===== src/rtl/shifter_readout_ctrl_pkg.sv =====
// Shared definitions for the error-count readout framer.
// Used by the RTL and available to host-side decoders.
package shifter_readout_ctrl_pkg;

   typedef enum logic [2:0] {
      ST_IDLE    = 3'd0,
      ST_SNAP    = 3'd1,
      ST_HDR     = 3'd2,
      ST_PAYLOAD = 3'd3,
      ST_PARITY  = 3'd4,
      ST_GAP     = 3'd5
   } state_e;

   localparam logic [7:0] HDR_DEFAULT = 8'hA5;
   localparam int         HDR_BITS    = 8;

   // SNAP through PARITY inclusive
   function automatic int frame_len(input int num_chains, input int cnt_w);
      return 1 + HDR_BITS + num_chains * cnt_w + 1;
   endfunction

   function automatic int frame_period(input int num_chains, input int cnt_w, input int gap_cycles);
      return frame_len(num_chains, cnt_w) + gap_cycles;
   endfunction

   function automatic logic parity_step(input logic acc, input logic din);
      return acc ^ din;
   endfunction

endpackage


===== src/rtl/shifter_readout_serdes.sv =====
// Snapshot register and payload serialiser: walks chains, LSB first,
// and keeps a running even-parity accumulator over the emitted bits.
module shifter_readout_serdes
   import shifter_readout_ctrl_pkg::*;
#(
   parameter int NUM_CHAINS = 2,
   parameter int CNT_W      = 12
) (
   input  logic                        DATA_CLK,
   input  logic                        RST,
   input  logic                        snap_en_s,
   input  logic                        shift_en_s,
   input  logic [NUM_CHAINS*CNT_W-1:0] err_cnt_s,
   output logic                        ser_bit_s,
   output logic                        parity_s,
   output logic                        last_s
);

   localparam int TOTAL_W = NUM_CHAINS * CNT_W;
   localparam int BIT_W   = (CNT_W > 1) ? $clog2(CNT_W) : 1;
   localparam int CHAIN_W = $clog2(NUM_CHAINS + 1);
   localparam int IDX_W   = (TOTAL_W > 1) ? $clog2(TOTAL_W) : 1;

   localparam logic [BIT_W-1:0]   BIT_LAST  = BIT_W'(CNT_W - 1);
   localparam logic [CHAIN_W-1:0] CHAIN_END = CHAIN_W'(NUM_CHAINS);

   logic [TOTAL_W-1:0] snap_r;
   logic [BIT_W-1:0]   bit_cnt_r;
   logic [CHAIN_W-1:0] chain_cnt_r;
   logic               parity_r;
   logic [IDX_W-1:0]   idx_s;

   assign parity_s = parity_r;
   assign last_s   = (chain_cnt_r == CHAIN_END);

   // bit mux: counters always point at the next payload bit to emit
   always_comb begin
      idx_s     = IDX_W'(chain_cnt_r) * IDX_W'(CNT_W) + IDX_W'(bit_cnt_r);
      ser_bit_s = 1'b0;
      if (last_s) begin
         ser_bit_s = 1'b0;
      end else begin
         ser_bit_s = snap_r[idx_s];
      end
   end

   // snapshot capture, bit/chain counters and parity accumulation
   always_ff @(posedge DATA_CLK or negedge RST) begin
      if (!RST) begin
         snap_r      <= {TOTAL_W{1'b0}};
         bit_cnt_r   <= {BIT_W{1'b0}};
         chain_cnt_r <= {CHAIN_W{1'b0}};
         parity_r    <= 1'b0;
      end else if (snap_en_s) begin
         snap_r      <= err_cnt_s;
         bit_cnt_r   <= {BIT_W{1'b0}};
         chain_cnt_r <= {CHAIN_W{1'b0}};
         parity_r    <= 1'b0;
      end else if (shift_en_s && !last_s) begin
         parity_r <= parity_step(parity_r, ser_bit_s);
         if (bit_cnt_r == BIT_LAST) begin
            bit_cnt_r   <= {BIT_W{1'b0}};
            chain_cnt_r <= chain_cnt_r + CHAIN_W'(1);
         end else begin
            bit_cnt_r <= bit_cnt_r + BIT_W'(1);
         end
      end
   end

endmodule


===== src/rtl/shifter_readout_ctrl.sv =====
// Frame controller: snapshot strobe, header, serial payload, parity, gap.
// Outputs are registered from the next state so they line up with it.
module shifter_readout_ctrl
   import shifter_readout_ctrl_pkg::*;
#(
   parameter int         NUM_CHAINS = 2,
   parameter int         CNT_W      = 12,
   parameter logic [7:0] HDR        = HDR_DEFAULT,
   parameter int         GAP_CYCLES = 4
) (
   input  logic                        DATA_CLK,
   input  logic                        RST,
   input  logic                        ENABLE,
   input  logic                        TRIGGER,
   input  logic [NUM_CHAINS*CNT_W-1:0] ERR_CNT,
   output logic                        SAVE_DATA,
   output logic                        DATA_OUT,
   output logic                        FRAME_SYNC,
   output logic                        BUSY,
   output logic [7:0]                  FRAME_CNT
);

   localparam int               GAP_W    = $clog2(GAP_CYCLES + 1);
   localparam logic [GAP_W-1:0] GAP_LAST = GAP_W'(GAP_CYCLES - 1);

   state_e           state_r;
   state_e           state_s;
   logic [2:0]       hdr_cnt_r;
   logic [2:0]       hdr_cnt_s;
   logic [GAP_W-1:0] gap_cnt_r;
   logic [GAP_W-1:0] gap_cnt_s;
   logic             data_out_s;
   logic             save_data_r;
   logic             data_out_r;
   logic             frame_sync_r;
   logic             busy_r;
   logic [7:0]       frame_cnt_r;
   logic             snap_en_s;
   logic             shift_en_s;
   logic             ser_bit_s;
   logic             parity_s;
   logic             last_s;

   assign SAVE_DATA  = save_data_r;
   assign DATA_OUT   = data_out_r;
   assign FRAME_SYNC = frame_sync_r;
   assign BUSY       = busy_r;
   assign FRAME_CNT  = frame_cnt_r;

   assign snap_en_s  = (state_r == ST_SNAP);
   assign shift_en_s = (state_s == ST_PAYLOAD);

   shifter_readout_serdes #(
      .NUM_CHAINS (NUM_CHAINS),
      .CNT_W      (CNT_W)
   ) u_serdes (
      .DATA_CLK   (DATA_CLK),
      .RST        (RST),
      .snap_en_s  (snap_en_s),
      .shift_en_s (shift_en_s),
      .err_cnt_s  (ERR_CNT),
      .ser_bit_s  (ser_bit_s),
      .parity_s   (parity_s),
      .last_s     (last_s)
   );

   // next-state decode; TRIGGER is only looked at in IDLE
   always_comb begin
      state_s = state_r;
      case (state_r)
         ST_IDLE: begin
            if (TRIGGER || ENABLE) begin
               state_s = ST_SNAP;
            end else begin
               state_s = ST_IDLE;
            end
         end
         ST_SNAP:    state_s = ST_HDR;
         ST_HDR: begin
            if (hdr_cnt_r == 3'd7) begin
               state_s = ST_PAYLOAD;
            end else begin
               state_s = ST_HDR;
            end
         end
         ST_PAYLOAD: begin
            if (last_s) begin
               state_s = ST_PARITY;
            end else begin
               state_s = ST_PAYLOAD;
            end
         end
         ST_PARITY:  state_s = ST_GAP;
         ST_GAP: begin
            if (gap_cnt_r != GAP_LAST) begin
               state_s = ST_GAP;
            end else if (ENABLE) begin
               state_s = ST_SNAP;
            end else begin
               state_s = ST_IDLE;
            end
         end
         default:    state_s = ST_IDLE;
      endcase
   end

   // output bit and position counters for the cycle being entered
   always_comb begin
      hdr_cnt_s  = 3'd0;
      gap_cnt_s  = {GAP_W{1'b0}};
      data_out_s = 1'b0;
      case (state_s)
         ST_HDR: begin
            if (state_r == ST_HDR) begin
               hdr_cnt_s = hdr_cnt_r + 3'd1;
            end else begin
               hdr_cnt_s = 3'd0;
            end
            data_out_s = HDR[3'd7 - hdr_cnt_s];
         end
         ST_PAYLOAD: data_out_s = ser_bit_s;
         ST_PARITY:  data_out_s = parity_s;
         ST_GAP: begin
            if (state_r == ST_GAP) begin
               gap_cnt_s = gap_cnt_r + GAP_W'(1);
            end else begin
               gap_cnt_s = {GAP_W{1'b0}};
            end
         end
         default:    data_out_s = 1'b0;
      endcase
   end

   // state, counters and registered outputs
   always_ff @(posedge DATA_CLK or negedge RST) begin
      if (!RST) begin
         state_r      <= ST_IDLE;
         hdr_cnt_r    <= 3'd0;
         gap_cnt_r    <= {GAP_W{1'b0}};
         save_data_r  <= 1'b0;
         data_out_r   <= 1'b0;
         frame_sync_r <= 1'b0;
         busy_r       <= 1'b0;
         frame_cnt_r  <= 8'd0;
      end else begin
         state_r      <= state_s;
         hdr_cnt_r    <= hdr_cnt_s;
         gap_cnt_r    <= gap_cnt_s;
         save_data_r  <= (state_s == ST_SNAP);
         data_out_r   <= data_out_s;
         frame_sync_r <= (state_s == ST_HDR) && (state_r == ST_SNAP);
         busy_r       <= (state_s != ST_IDLE);
         if (state_s == ST_PARITY) begin
            frame_cnt_r <= frame_cnt_r + 8'd1;
         end
      end
   end

endmodule


===== config.mk =====
export PLATFORM = sky130hd
export DESIGN_NAME = shifter_readout_ctrl
export DESIGN_NICKNAME = d
export VERILOG_FILES = /design/src/rtl/shifter_readout_ctrl_pkg.sv /design/src/rtl/shifter_readout_serdes.sv /design/src/rtl/shifter_readout_ctrl.sv
export SDC_FILE = /design/constraint.sdc
export NUM_CORES = 1
export LEC_CHECK = 0
export ABC_AREA = 1
export BUFFER_PORTS_ARGS = -buffer_cell sky130_fd_sc_hd__buf_2
export CAP_MARGIN = 20
export CORE_ASPECT_RATIO = 1.4
export CORE_UTILIZATION = 60
export CTS_CLUSTER_SIZE = 10
export DETAILED_ROUTE_END_ITERATION = 12
export GPL_TIMING_DRIVEN = 0
export PLACE_DENSITY_LB_ADDON = 0.2
export RECOVER_POWER = 100
export SKIP_LAST_GASP = 1
export SYNTH_ARGS = -nofsm -noshare
export SYNTH_HDL_FRONTEND = slang
export SYNTH_SLANG_ARGS = --single-unit

===== constraint.sdc =====
create_clock -name DATA_CLK -period 3.15 [get_ports DATA_CLK]
set_input_delay 0.63 -clock DATA_CLK [delete_from_list [all_inputs] [get_ports DATA_CLK]]
set_output_delay 0.63 -clock DATA_CLK [all_outputs]
set_load 0.01 [all_outputs]

==> metrics.yaml <==
outcome: "finished with violations"
violations: "design-rule violations"
cts.hold.buffers_added: 0
synthTopCellsByArea: "dfrtp_1 50%, nand2_1 14%, nand3_1 6.2%"
power.density_nw_per_um2: 936
clk_pin_slew_ps: 90
drc: 3
clk_latency_ps: 310
diodes: 0
rsz0062_at_grt: "no"
synth_edf_count: 0
tns_ps: 0
cts_tree: "yes"
cts_setup_buffers: 0
area_growth_pct: 10.9
synthFlopType: "dfrtp_1"
chipHeight_um: 79.7
drv_cap: 0
required_ps: 3380
slew_headroom_pct: 7.59
final_net_count: 382
syn-num-nets: 335
die_area_um2: 4580
whs_ps: 431
cts.repair.resized: 0
syn_avg_cell_area_um2: 8.71
io_pins: 40
worstPathMaxFanout: 6
hold_start: "gap_cnt_r[0]"
timing_max_transition_violations_final: 0
r2r_start: "state_r[2]"
numClockSinks: 52
synth_top_family_by_area: "simple AND/OR/NAND/NOR gates"
synth.top_cell.area_share_pct: 50.3
synthesis.area_um2: 2590
wl_per_cell_um: 12.2
synthAdderAreaFrac_pct: 5.13
finalClockSkew_ps: 4.63
r2r_cells: 7
timing.rr.end: "hdr_cnt_r[2]"
synth_xor_area_share_pct: 3.05
synth_largest_area_cell: "dfrtp_1"
dp_hpwl_um: 3460
firstDrtPassIters: 8
layout-drive-gt1-share_pct: 15.1
vias_per_cell: 5.29
drt_iter0_markers: 68
ys_seq_area_share_pct: 50.3
grt_pass1_wl_um: 8130
min_path_type: "flop to flop"
tightest_slew_ps: 1390
yosysMostFrequentCell: "nand2_1"
antenna_found_initial: 0
finalHoldViolCount: 0
ys_top_cells_by_count: "95 x nand2_1, 52 x dfrtp_1, 32 x nand3_1"
gr-total-overflow: 0
end_kind: "flop"
vdd_drop_max_uv: 560
critical_path_arrival_ps: 2630
r2r_slack_ps: 750
yosysUniqueCellTypes: 33
min_period_ps: 2400
cts_buffer_depth: 2
num_vias: 2053
synthSimpleGateAreaFrac_pct: 30.0
initial_utilization_pct: 64.4
gp_congestion: 0.843
hold_end: "gap_cnt_r[0]"
grt_pass1_vias: 1954
die-width_um: 57.5
yosys_warnings: 0
post-route-period-util_pct: 76.2
synth-compound-area-share_pct: 3.97
htree_levels: 2
drt-total-wl_um: 4750
cts_buffers: 5
ys_seq_elements: 52
rows: 27
stdcell_count: 388
synthMuxAreaShare_pct: 0.435
start_kind: "flop"
drtAntennaViolNets: 0
cts-root-buf: "clkbuf_8"
dp.cells: 379
synthesis.instances: 297
io_buffers: 39
hold_depth: 1
setup_viol: 0
gr-usage-all-layers_pct: 23.7
fmax_mhz: 417
design.core.area_um2: 4020
leakagePower_nw: 1.52
synthArstFlopShare_pct: 100
grt_start_max_net_pins: 53
worstSetupPathType: "flop to flop"
registers in the layout, summed over array words and instances (netlist names):
| signal | flops |
|---|---|
| u_serdes.chain_cnt_r | 2 |
| hdr_cnt_r | 3 |
| state_r | 3 |
| gap_cnt_r | 3 |
| u_serdes.bit_cnt_r | 4 |
| BUSY | 1 |
| DATA_OUT | 1 |
| FRAME_SYNC | 1 |
| FRAME_CNT | 8 |
| u_serdes.parity_s | 1 |
| SAVE_DATA | 1 |
| u_serdes.snap_r | 24 |
metrics by stage:
step	setup WS (ps)	util, %	instance area (µm²)	power (mW)
floorplan	1330	-	2590	2.05
global placement	1210	70.6	2840	2.33
detailed placement	1130	70.6	2840	2.38
CTS	1120	72.9	2930	2.78
global route	526	71.4	2870	2.93
finish	749	71.4	2870	2.68
per-layer routing:
metal	global-route usage [%]	share of wire, %
met5	0	0
met4	12.0	2.3
met3	4.38	3.1
met2	44.0	53
met1	24.9	41
cells by family after synthesis:
kind of cell    count (synthesis)
simple gates                  162
buf+inv                        45
compound gates                 18
fa+ha+maj                      10
xor+xnor                        9
flops                          52
mux                             1
how the worst max path moves through the flow:
| stage | from | endpoint | depth (start not counted) |
|---|---|---|---|
| floorplan | u_serdes.chain_cnt_r[0] | u_serdes.parity_s | 11 |
| global placement | u_serdes.chain_cnt_r[0] | u_serdes.parity_s | 11 |
| detailed placement | u_serdes.chain_cnt_r[0] | u_serdes.parity_s | 11 |
| CTS | u_serdes.chain_cnt_r[0] | u_serdes.parity_s | 11 |
| global route | state_r[2] | hdr_cnt_r[2] | 7 |
| finish | state_r[2] | hdr_cnt_r[2] | 7 |
cell type report:
type | instances | area, µm²
clock inverters | 2 | 10.0
clock buffers | 6 | 82.6
well taps | 43 | 53.8
multi-input cells | 200 | 1040
inverters | 37 | 143
repair buffers | 40 | 199
flip-flops and latches | 52 | 1300
plain buffers | 8 | 40.0
fillers | 340 | 1150
cells in the final DEF (no fill, tap or decap), types with 2 or more instances in the layout:
| cell | synthesis | final |
|---|---|---|
| dfrtp_1 | 52 | 52 |
| inv_1 | 30 | 31 |
| o21ai_0 | 10 | 11 |
| nor2_1 | 12 | 15 |
| ha_1 | 9 | 9 |
| a21oi_1 | 2 | 2 |
| nand3_1 | 32 | 34 |
| nand4_1 | 3 | 3 |
| xnor2_1 | 2 | 2 |
| clkbuf_1 | 4 | 18 |
| inv_2 | 5 | 3 |
| clkinv_2 | 0 | 2 |
| o211ai_1 | 2 | 2 |
| nor3_1 | 3 | 5 |
| nand2_1 | 95 | 98 |
| clkbuf_8 | 0 | 6 |
| buf_2 | 3 | 28 |
| nand2_2 | 3 | 2 |
| xor2_1 | 7 | 7 |
power breakdown:
group	internal [mW]	switching (mW)
Clock	0.176	0.214
Sequential	0.920	0.162
Combinational	0.421	0.792
Total	1.52	1.17
worst max-delay path, stage by stage (launching register included):
cell and delay, ps:
dfrtp_1 480, nor3_1 660, clkinvlp_2 440, nand3_1 240, inv_1 70, nor2_1 150, clkinv_1 130, nor3_1 140
No activity file was read; power rests on OpenSTA's default activity.
